### src/rtl/boot_controller.sv
// Boot sequencer: streams a program image into imem, runs the core, then parks it in reset.
// Write strobe 1 cycle after each word's 4th byte; rx_ready only in HEADER/WORDS, up to 1 byte/cycle.
module boot_controller #(
  parameter int ADDRESS_WIDTH = 8,
  parameter int MAX_CYCLES    = 1000000,
  parameter int DRAIN_CYCLES  = 4
) (
  input  logic        clock,
  input  logic        reset,
  input  logic [7:0]  rx_data,
  input  logic        rx_valid,
  output logic        rx_ready,
  input  logic [31:0] pc,
  output logic [31:0] imem_write_address,
  output logic [31:0] imem_write_value,
  output logic        imem_write_enable,
  output logic        processor_reset,
  input  logic        load_request,
  output logic        done,
  output logic        timeout,
  output logic        error,
  output logic [31:0] cycle_count
);

  typedef enum logic [2:0] {
    S_HEADER, S_WORDS, S_LAST, S_RUN, S_DRAIN, S_DONE
  } state_t;

  localparam logic [31:0] MAX_WORDS = 32'd1 << ADDRESS_WIDTH;
  localparam logic [31:0] MAX_CNT   = 32'(MAX_CYCLES);
  localparam logic [31:0] DRAIN_END = 32'(DRAIN_CYCLES - 1);

  state_t                   state, next_state;
  logic                     hdr_phase;
  logic [7:0]               hdr_hi;
  logic [15:0]              word_count;
  logic [ADDRESS_WIDTH-1:0] index;
  logic [1:0]               byte_idx;
  logic [23:0]              partial;
  logic [31:0]              drain_cnt;

  logic        accept;
  logic [15:0] header_word;
  logic        header_ok;
  logic        last_word;
  logic        halt;
  logic        at_max;
  logic        stop;
  logic        drain_last;

  // State register
  always_ff @(posedge clock) begin
    if (reset) state <= S_HEADER;
    else       state <= next_state;
  end

  // Next-state logic
  always_comb begin
    next_state = state;
    case (state)
      S_HEADER: if (accept && hdr_phase && header_ok) next_state = S_WORDS;
      S_WORDS:  if (accept && byte_idx == 2'd3 && last_word) next_state = S_LAST;
      S_LAST:   next_state = S_RUN;
      S_RUN:    if (stop) next_state = S_DRAIN;
      S_DRAIN:  if (drain_last) next_state = S_DONE;
      S_DONE:   if (load_request) next_state = S_HEADER;
      default:  next_state = S_HEADER;
    endcase
  end

  // Output / decode logic
  always_comb begin
    rx_ready    = !reset && (state == S_HEADER || state == S_WORDS);
    accept      = rx_valid && rx_ready;
    header_word = {hdr_hi, rx_data};
    header_ok   = (header_word != 16'd0) && (32'(header_word) <= MAX_WORDS);
    last_word   = 32'(index) == (32'(word_count) - 32'd1);
    halt        = pc == (32'(word_count) << 2);
    at_max      = cycle_count == MAX_CNT;
    stop        = halt || at_max;
    drain_last  = drain_cnt == DRAIN_END;
  end

  always_ff @(posedge clock) begin
    if (reset) begin
      hdr_phase          <= 1'b0;
      hdr_hi             <= 8'd0;
      word_count         <= 16'd0;
      index              <= '0;
      byte_idx           <= 2'd0;
      partial            <= 24'd0;
      drain_cnt          <= 32'd0;
      imem_write_address <= 32'd0;
      imem_write_value   <= 32'd0;
      imem_write_enable  <= 1'b0;
      processor_reset    <= 1'b1;
      done               <= 1'b0;
      timeout            <= 1'b0;
      error              <= 1'b0;
      cycle_count        <= 32'd0;
    end else begin
      imem_write_enable <= 1'b0;
      processor_reset   <= !(next_state == S_RUN || next_state == S_DRAIN);
      done              <= next_state == S_DONE;
      case (state)
        S_HEADER: begin
          if (accept) begin
            if (!hdr_phase) begin
              hdr_hi    <= rx_data;
              hdr_phase <= 1'b1;
            end else begin
              hdr_phase <= 1'b0;
              if (header_ok) begin
                error      <= 1'b0;
                word_count <= header_word;
                index      <= '0;
                byte_idx   <= 2'd0;
              end else begin
                error <= 1'b1;
              end
            end
          end
        end
        S_WORDS: begin
          if (accept) begin
            byte_idx <= byte_idx + 2'd1;
            if (byte_idx == 2'd3) begin
              imem_write_enable  <= 1'b1;
              imem_write_address <= 32'(index) << 2;
              imem_write_value   <= {partial, rx_data};
              index              <= index + ADDRESS_WIDTH'(1);
            end else begin
              partial <= {partial[15:0], rx_data};
            end
          end
        end
        S_RUN: begin
          drain_cnt <= 32'd0;
          // Halt has priority, so a simultaneous budget hit is not a timeout.
          if (stop) timeout     <= !halt;
          else      cycle_count <= cycle_count + 32'd1;
        end
        S_DRAIN: drain_cnt <= drain_cnt + 32'd1;
        S_DONE: begin
          if (load_request) begin
            timeout     <= 1'b0;
            error       <= 1'b0;
            cycle_count <= 32'd0;
          end
        end
        default: ;
      endcase
    end
  end

endmodule

### config.mk
export PLATFORM = sky130hd
export DESIGN_NAME = boot_controller
export DESIGN_NICKNAME = d
export VERILOG_FILES = /design/src/rtl/boot_controller.sv
export SDC_FILE = /design/constraint.sdc
export NUM_CORES = 1
export LEC_CHECK = 0
export BUFFER_PORTS_ARGS = -buffer_cell sky130_fd_sc_hd__clkbuf_2
export CAP_MARGIN = 20
export CORE_MARGIN = 2
export CORE_UTILIZATION = 30
export CTS_BUF_LIST = sky130_fd_sc_hd__clkbuf_4
export DETAILED_ROUTE_END_ITERATION = 16
export PLACE_DENSITY = 0.46
export REMOVE_ABC_BUFFERS = 1
export SLEW_MARGIN = 5
export SYNTH_ARGS = -nofsm -noshare
export SYNTH_HDL_FRONTEND = slang
export SYNTH_SLANG_ARGS = --single-unit
### constraint.sdc
create_clock -name clock -period 2.5 [get_ports clock]
set_clock_uncertainty 0.05 [all_clocks]
set_input_delay 0.375 -clock clock [delete_from_list [all_inputs] [get_ports clock]]
set_output_delay 0.375 -clock clock [all_outputs]
set_load 0.1 [all_outputs]
# --- Word level (Yosys, flattened, before mapping) ---
# Index checks and enable logic that the tools add are counted.
classes:
  bitwise: 4
  n_eq_ne: 21
  order_cmp: 1
  add_sub_neg: 5
  muxes: 30
  n_reduce_logical: 30
op_table:
  columns: ["cell", "count"]
  rows:
  - ["case mux 32 bit (2 select lines)", 2]
  - ["adder 32 x 1 -> 32 bit (second input constant)", 2]
  - ["two-way mux 32 bit", 2]
  - ["two-way mux 8 bit", 5]
  - ["equality test 32 x 18 -> 1 bit", 1]
  - ["equality test 32 x 2 -> 1 bit (second input constant)", 1]
  - ["equality test 32 x 20 -> 1 bit (second input constant)", 1]
  - ["equality test 8 x 32 -> 1 bit", 1]
  - ["case mux 3 bit (6 select lines)", 1]
  - ["subtractor 16 x 1 -> 17 bit (second input constant)", 1]
  - ["<= comparator 16 x 9 -> 1 bit (second input constant)", 1]
  - ["case mux 8 bit (2 select lines)", 1]
  - ["nonzero test 16 bit", 1]
  - ["two-way mux 3 bit", 5]
  - ["AND reduction 3 bit", 5]
  - ["inequality test 2 bit (second input constant)", 7]
  - ["equality test 3 bit (second input constant)", 4]
  - ["equality test 3 x 2 -> 1 bit (second input constant)", 3]
  - ["adder 8 x 1 -> 8 bit (second input constant)", 1]
  - ["two-way mux 2 bit", 4]
  - ["AND reduction 4 bit", 2]
  - ["nonzero test 2 bit", 4]
  - ["logical AND 1 bit", 7]
  - ["two-way mux 1 bit", 7]
  - ["14 further kinds", 22]
word_totals:
  reg_bits: 171
  word_cells: 107
  out_inout_bits: 102

# --- Depth between registers and ports, before layout ---
logic_depth:
  ltp_word: 11
  mapped_depth: 10

# --- Worst setup path after synthesis ---
# Ideal clock, no wire load.
synth_path:
  path_type: "flip-flop to flip-flop"
  start: "register state[2]"
  end: "register hdr_hi[0]"
  arrival_time_ps: 3713
  stages_incl_launch_ff: 8
  path_slack_ps: -1390
  path_buffers: 2
  required_ps: 2322
  synth_period_minus_slack_ps: 3890
  path_cell_list: "dfxtp_1 buf_2 nor3_1 nand2_1 or3_1 clkbuf_1 mux2i_1 nor2_1"
synth_between:
  elab_chain_len: 5
synth_rtl:
  columns: ["item", "line_no", "text"]
  rows:
  - ["start: declaration", "33", "state_t state, next_state;"]
  - ["start signal: assignment", "54", "else state <= next_state;"]
  - ["equality test 3 x 1 -> 1 bit or logical NOT 3 bit (tied branches)", "73", "rx_ready = !reset && (state == S_HEADER || state == S_WORDS);"]
  - ["logical OR 1 bit (*)", "73", null]
  - ["logical AND 1 bit (*)", "73", null]
  - ["net rx_ready", "12", "output logic rx_ready,"]
  - ["logical AND 1 bit (*)", "74", "accept = rx_valid && rx_ready;"]
  - ["AND reduction 3 bit (no source line) (*)", null, null]
  - ["end signal: assignment", "109", "hdr_hi <= rx_data;"]
  - ["end: declaration", "35", "logic [7:0] hdr_hi;"]
# Mark *: on every way through the listed nets, which the timed path passes. The rest lies on a longest branch.
# A chain may end at the register's enable or synchronous reset.

# --- Worst setup path in the final report ---
layout_path:
  start: "register cycle_count[0]"
  end: "register cycle_count[13]"
layout_between:
  elab_chain_len: 4
layout_rtl:
  columns: ["item", "line_no", "text"]
  rows:
  - ["start: declaration", "22", "output logic [31:0] cycle_count"]
  - ["start signal: assignment", "141", "else cycle_count <= cycle_count + 32'd1;"]
  - ["parallel branches: the longest is 4 deep, another holds adder 32 x 1 -> 32 bit", null, null]
# Parallel ways; which one is timed is not known. The select of a mux whose other input is x is not followed.

==> results.yml <==
run_status:
  status: "finished, final reports clean"
clock_network:
  path_clk_slew_ns: 0.19
  clk_path_buf_depth: 2
  cts-root-buf: "clkbuf_4"
  cts_tree: "built"
  htreeDepth: 4
  clkLatencyLatePin_ns: 0.60
  cts_buffers: 17
  numClockSinks: 171
  post_cts_buffers: 0
hold_path:
  min_to: "imem_write_value[6]"
  whs_path_depth: 4
  hp-start: "rx_data[6]"
  hold_class: "in2reg"
pwr:
  irDropWorstVdd_mv: 0.2538
  power_w: 0.004961
  p_leak_nw: 3.580
  p_per_area_nw_per_um2: 515.7
finish:
  utilization: 0.3579
  final.fill_count: 2895
  final_cell_area_um2: 9619
  syn_to_final_growth_pct: 17.61
  seqCellArea_um2: 3426
  multiInputGateArea_um2: 4327
  final_nets: 1182
  drive_above_1_share: 0.2061
routing:
  wirelength_mm: 22.44
  drt-initial-drc-count: 386
  post_drt_via_cell_ratio: 4.958
  drt-pass1-iter-count: 5
  antenna_left: 0
  vias: 7378
  drcViolationCount: 0
  wl_per_cell_um: 15.08
timing:
  tightest_slew_ns: 0.5962
  rsz0062_at_grt: "no"
  max_freq_mhz: 434.9
  hold_viol: 0
  final.setup.tns_ns: 0
  relSlewSlack: 0.6025
  min_period_over_period: 0.9197
  setup_viol: 0
  finalWorstPathRequiredPeriod_ns: 2.299
  slew_violations: 0
logic_synthesis:
  syn_area_um2: 8179
  ys_ff_latch: 171
  avgSynthCellArea_um2: 8.147
  synthDistinctLibCells: 70
  yosys_warnings: 0
  yosysSeqAreaShare: 0.4185
  synth_edf_count: 0
  async_flop_share: 0
  syn_inst: 1004
  synth_ff_type: "dfxtp_1"
worst_setup_path:
  startpoint_type: "register"
  cp_slowest_cell: "dfxtp_2"
  critPathBufInv: 2
  worstPathCellList: "inv_1 > ha_1 > nor4bb_1 > nand4_1 > o21ai_1 > a21oi_4 > buf_4 > o211ai_1 > nor2_1 > mux2i_1"
  cp_data_required_time_ns: 2.96
  cp_top_family: "compound AO/OA/AOI/OAI gates"
  critPathKind: "reg2reg"
  timing.rr.end: "cycle_count[13]"
  end_kind: "register"
  r2r_start: "cycle_count[0]"
  reg2reg_depth: 10
  critPathMaxFanout: 8
  critPathMaxStageDelay_ns: 0.39
  cp.arrival_ns: 2.76
  r2r_slack_ns: 0.20
place:
  numPortBuffers: 121
  dp_hpwl_mm: 15.84
  gp_congestion: 0.8221
  place_area_um2: 9250
floorplan:
  die_x_um: 169.1
  rows: 60
  die_y_um: 169.1
  core_area_um2: 26880
  die_area_um2: 28600
  io_pins: 146
  start_util: 0.3043
global_routing:
  grt_pass1_vias: 6856
  grt_util_all_layers: 0.1574
  grt_pass1_wl_mm: 36.40
  overflow: 0
  grt_antenna_before_repair: 1
  grt_max_degree: 125
flow_run:
  cap_violations: 0
[synthesized netlist by cell type (all sizes together), types with 8 or more instances]
master    n  area [µm²]
nor3     26       166.4
and2     10       62.56
mux2i    20       200.2
o21a      8       60.06
nor4     31       230.2
nand2   184       698.2
buf      49       329.1
dfxtp   171        3423
o211ai   14       105.1
and3      9       57.56
nor2     85       324.1
nand3    29       145.1
nand4    29       202.7
or3      19       118.9
inv      12       45.04
o21ai    28       140.1
clkbuf   38       143.9
xor2     24       210.2
nor4b     9       100.1
a21oi   104       531.8
xnor2    23       201.4
[per-stage QoR]
step,setup slack (ns),std cells,hold WS [ns]
detailed placement,0.1470,1451,0.3929
finish,0.2009,1488,0.1026
CTS,0.1624,1486,0.03171
floorplan,-1.339,940,0.3760
global route,0.03643,1488,0.02378
global placement,0.06523,1451,0.3907
[cells in the final DEF (no fill, tap or decap), types with 6 or more instances in the layout]
cell | Yosys | routed
mux2i_1 | 20 | 20
or3_1 | 19 | 19
clkbuf_4 | 0 | 17
xnor2_1 | 23 | 23
ha_1 | 6 | 6
buf_4 | 26 | 47
a31oi_1 | 6 | 6
dfxtp_1 | 171 | 169
inv_1 | 12 | 12
o21a_1 | 8 | 8
nand4_1 | 27 | 27
and2_1 | 10 | 10
nor2_1 | 83 | 83
nor4_1 | 28 | 28
o21ai_0 | 26 | 26
nor4b_1 | 7 | 7
clkbuf_2 | 1 | 119
conb_1 | 1 | 24
nor3_1 | 20 | 20
o211ai_1 | 14 | 14
a21oi_1 | 103 | 103
nand3_1 | 29 | 29
and3_1 | 8 | 8
nand2_1 | 183 | 183
xor2_1 | 24 | 24
[timing repair]
action | 4_1_cts | 5_1_grt
hold buffers | 3 | 0
endpoints found under the setup margin | 0 | 3
resized for setup | 0 | 2
endpoints found under the hold margin | 6 | 0
[cells by family (layout without fill, tap and decap cells)]
group,after synthesis,after routing,synth area share
AND/OR/NAND/NOR,465,465,0.2899
multiplexers,24,24,0.02998
other,1,26,0.0004585
flip-flops,171,171,0.4185
buffers and inverters,99,217,0.06333
adder cells (fa/ha/maj),6,6,0.009178
XOR/XNOR,47,47,0.05033
AO/OA/AOI/OAI,191,191,0.1383
[area by class of cell]
class | count | share of cell area
multi-input combinational | 757 | 0.4498
sequential | 171 | 0.3561
timing repair buffer | 173 | 0.1100
tap | 341 | 0.04435
clock inverter | 15 | 0.02120
clock buffer | 17 | 0.01327
inverter | 12 | 0.004683
antenna | 2 | 0.0005203
[worst reg2reg max path: stages, from the launching register on]
cell,delay (ns)
dfxtp_2,0.39
inv_1,0.08
ha_1,0.18
nor4bb_1,0.28
nand4_1,0.17
o21ai_1,0.27
a21oi_4,0.06
buf_4,0.17
o211ai_1,0.33
nor2_1,0.09
mux2i_1,0.17
[worst max path at each step]
stage,cells past startpoint,startpoint,slack (ns),endpoint
after floorplan,6,state[2],-1.34,state[0]
after global placement,8,rx_data[4],0.07,processor_reset
after detailed placement,8,rx_data[4],0.15,processor_reset
after CTS,10,cycle_count[0],0.16,cycle_count[22]
after global routing,10,cycle_count[1],0.04,cycle_count[25]
final,10,cycle_count[0],0.20,cycle_count[13]
[state kept, by name (all words and copies together), names as in the netlist, 8 cells and up]
signal,cells
drain_cnt,32
partial,24
word_count,16
cycle_count,32
imem_write_value,32
hdr_hi,8
imem_write_address,8
index,8
[layer usage]
layer | GRT usage | part of all wire
met1 | 0.2226 | 0.49
met2 | 0.2505 | 0.46
met3 | 0.02782 | 0.039
met4 | 0.03567 | 0.0068
met5 | 0 | 0
[where the power goes]
group | total, W | switching (W) | internal, W
Combinational | 0.000437 | 0.000320 | 0.000117
Clock | 0.00177 | 0.00126 | 0.000511
Sequential | 0.00276 | 0.0000144 | 0.00274
(Power assumes the default switching activity.)
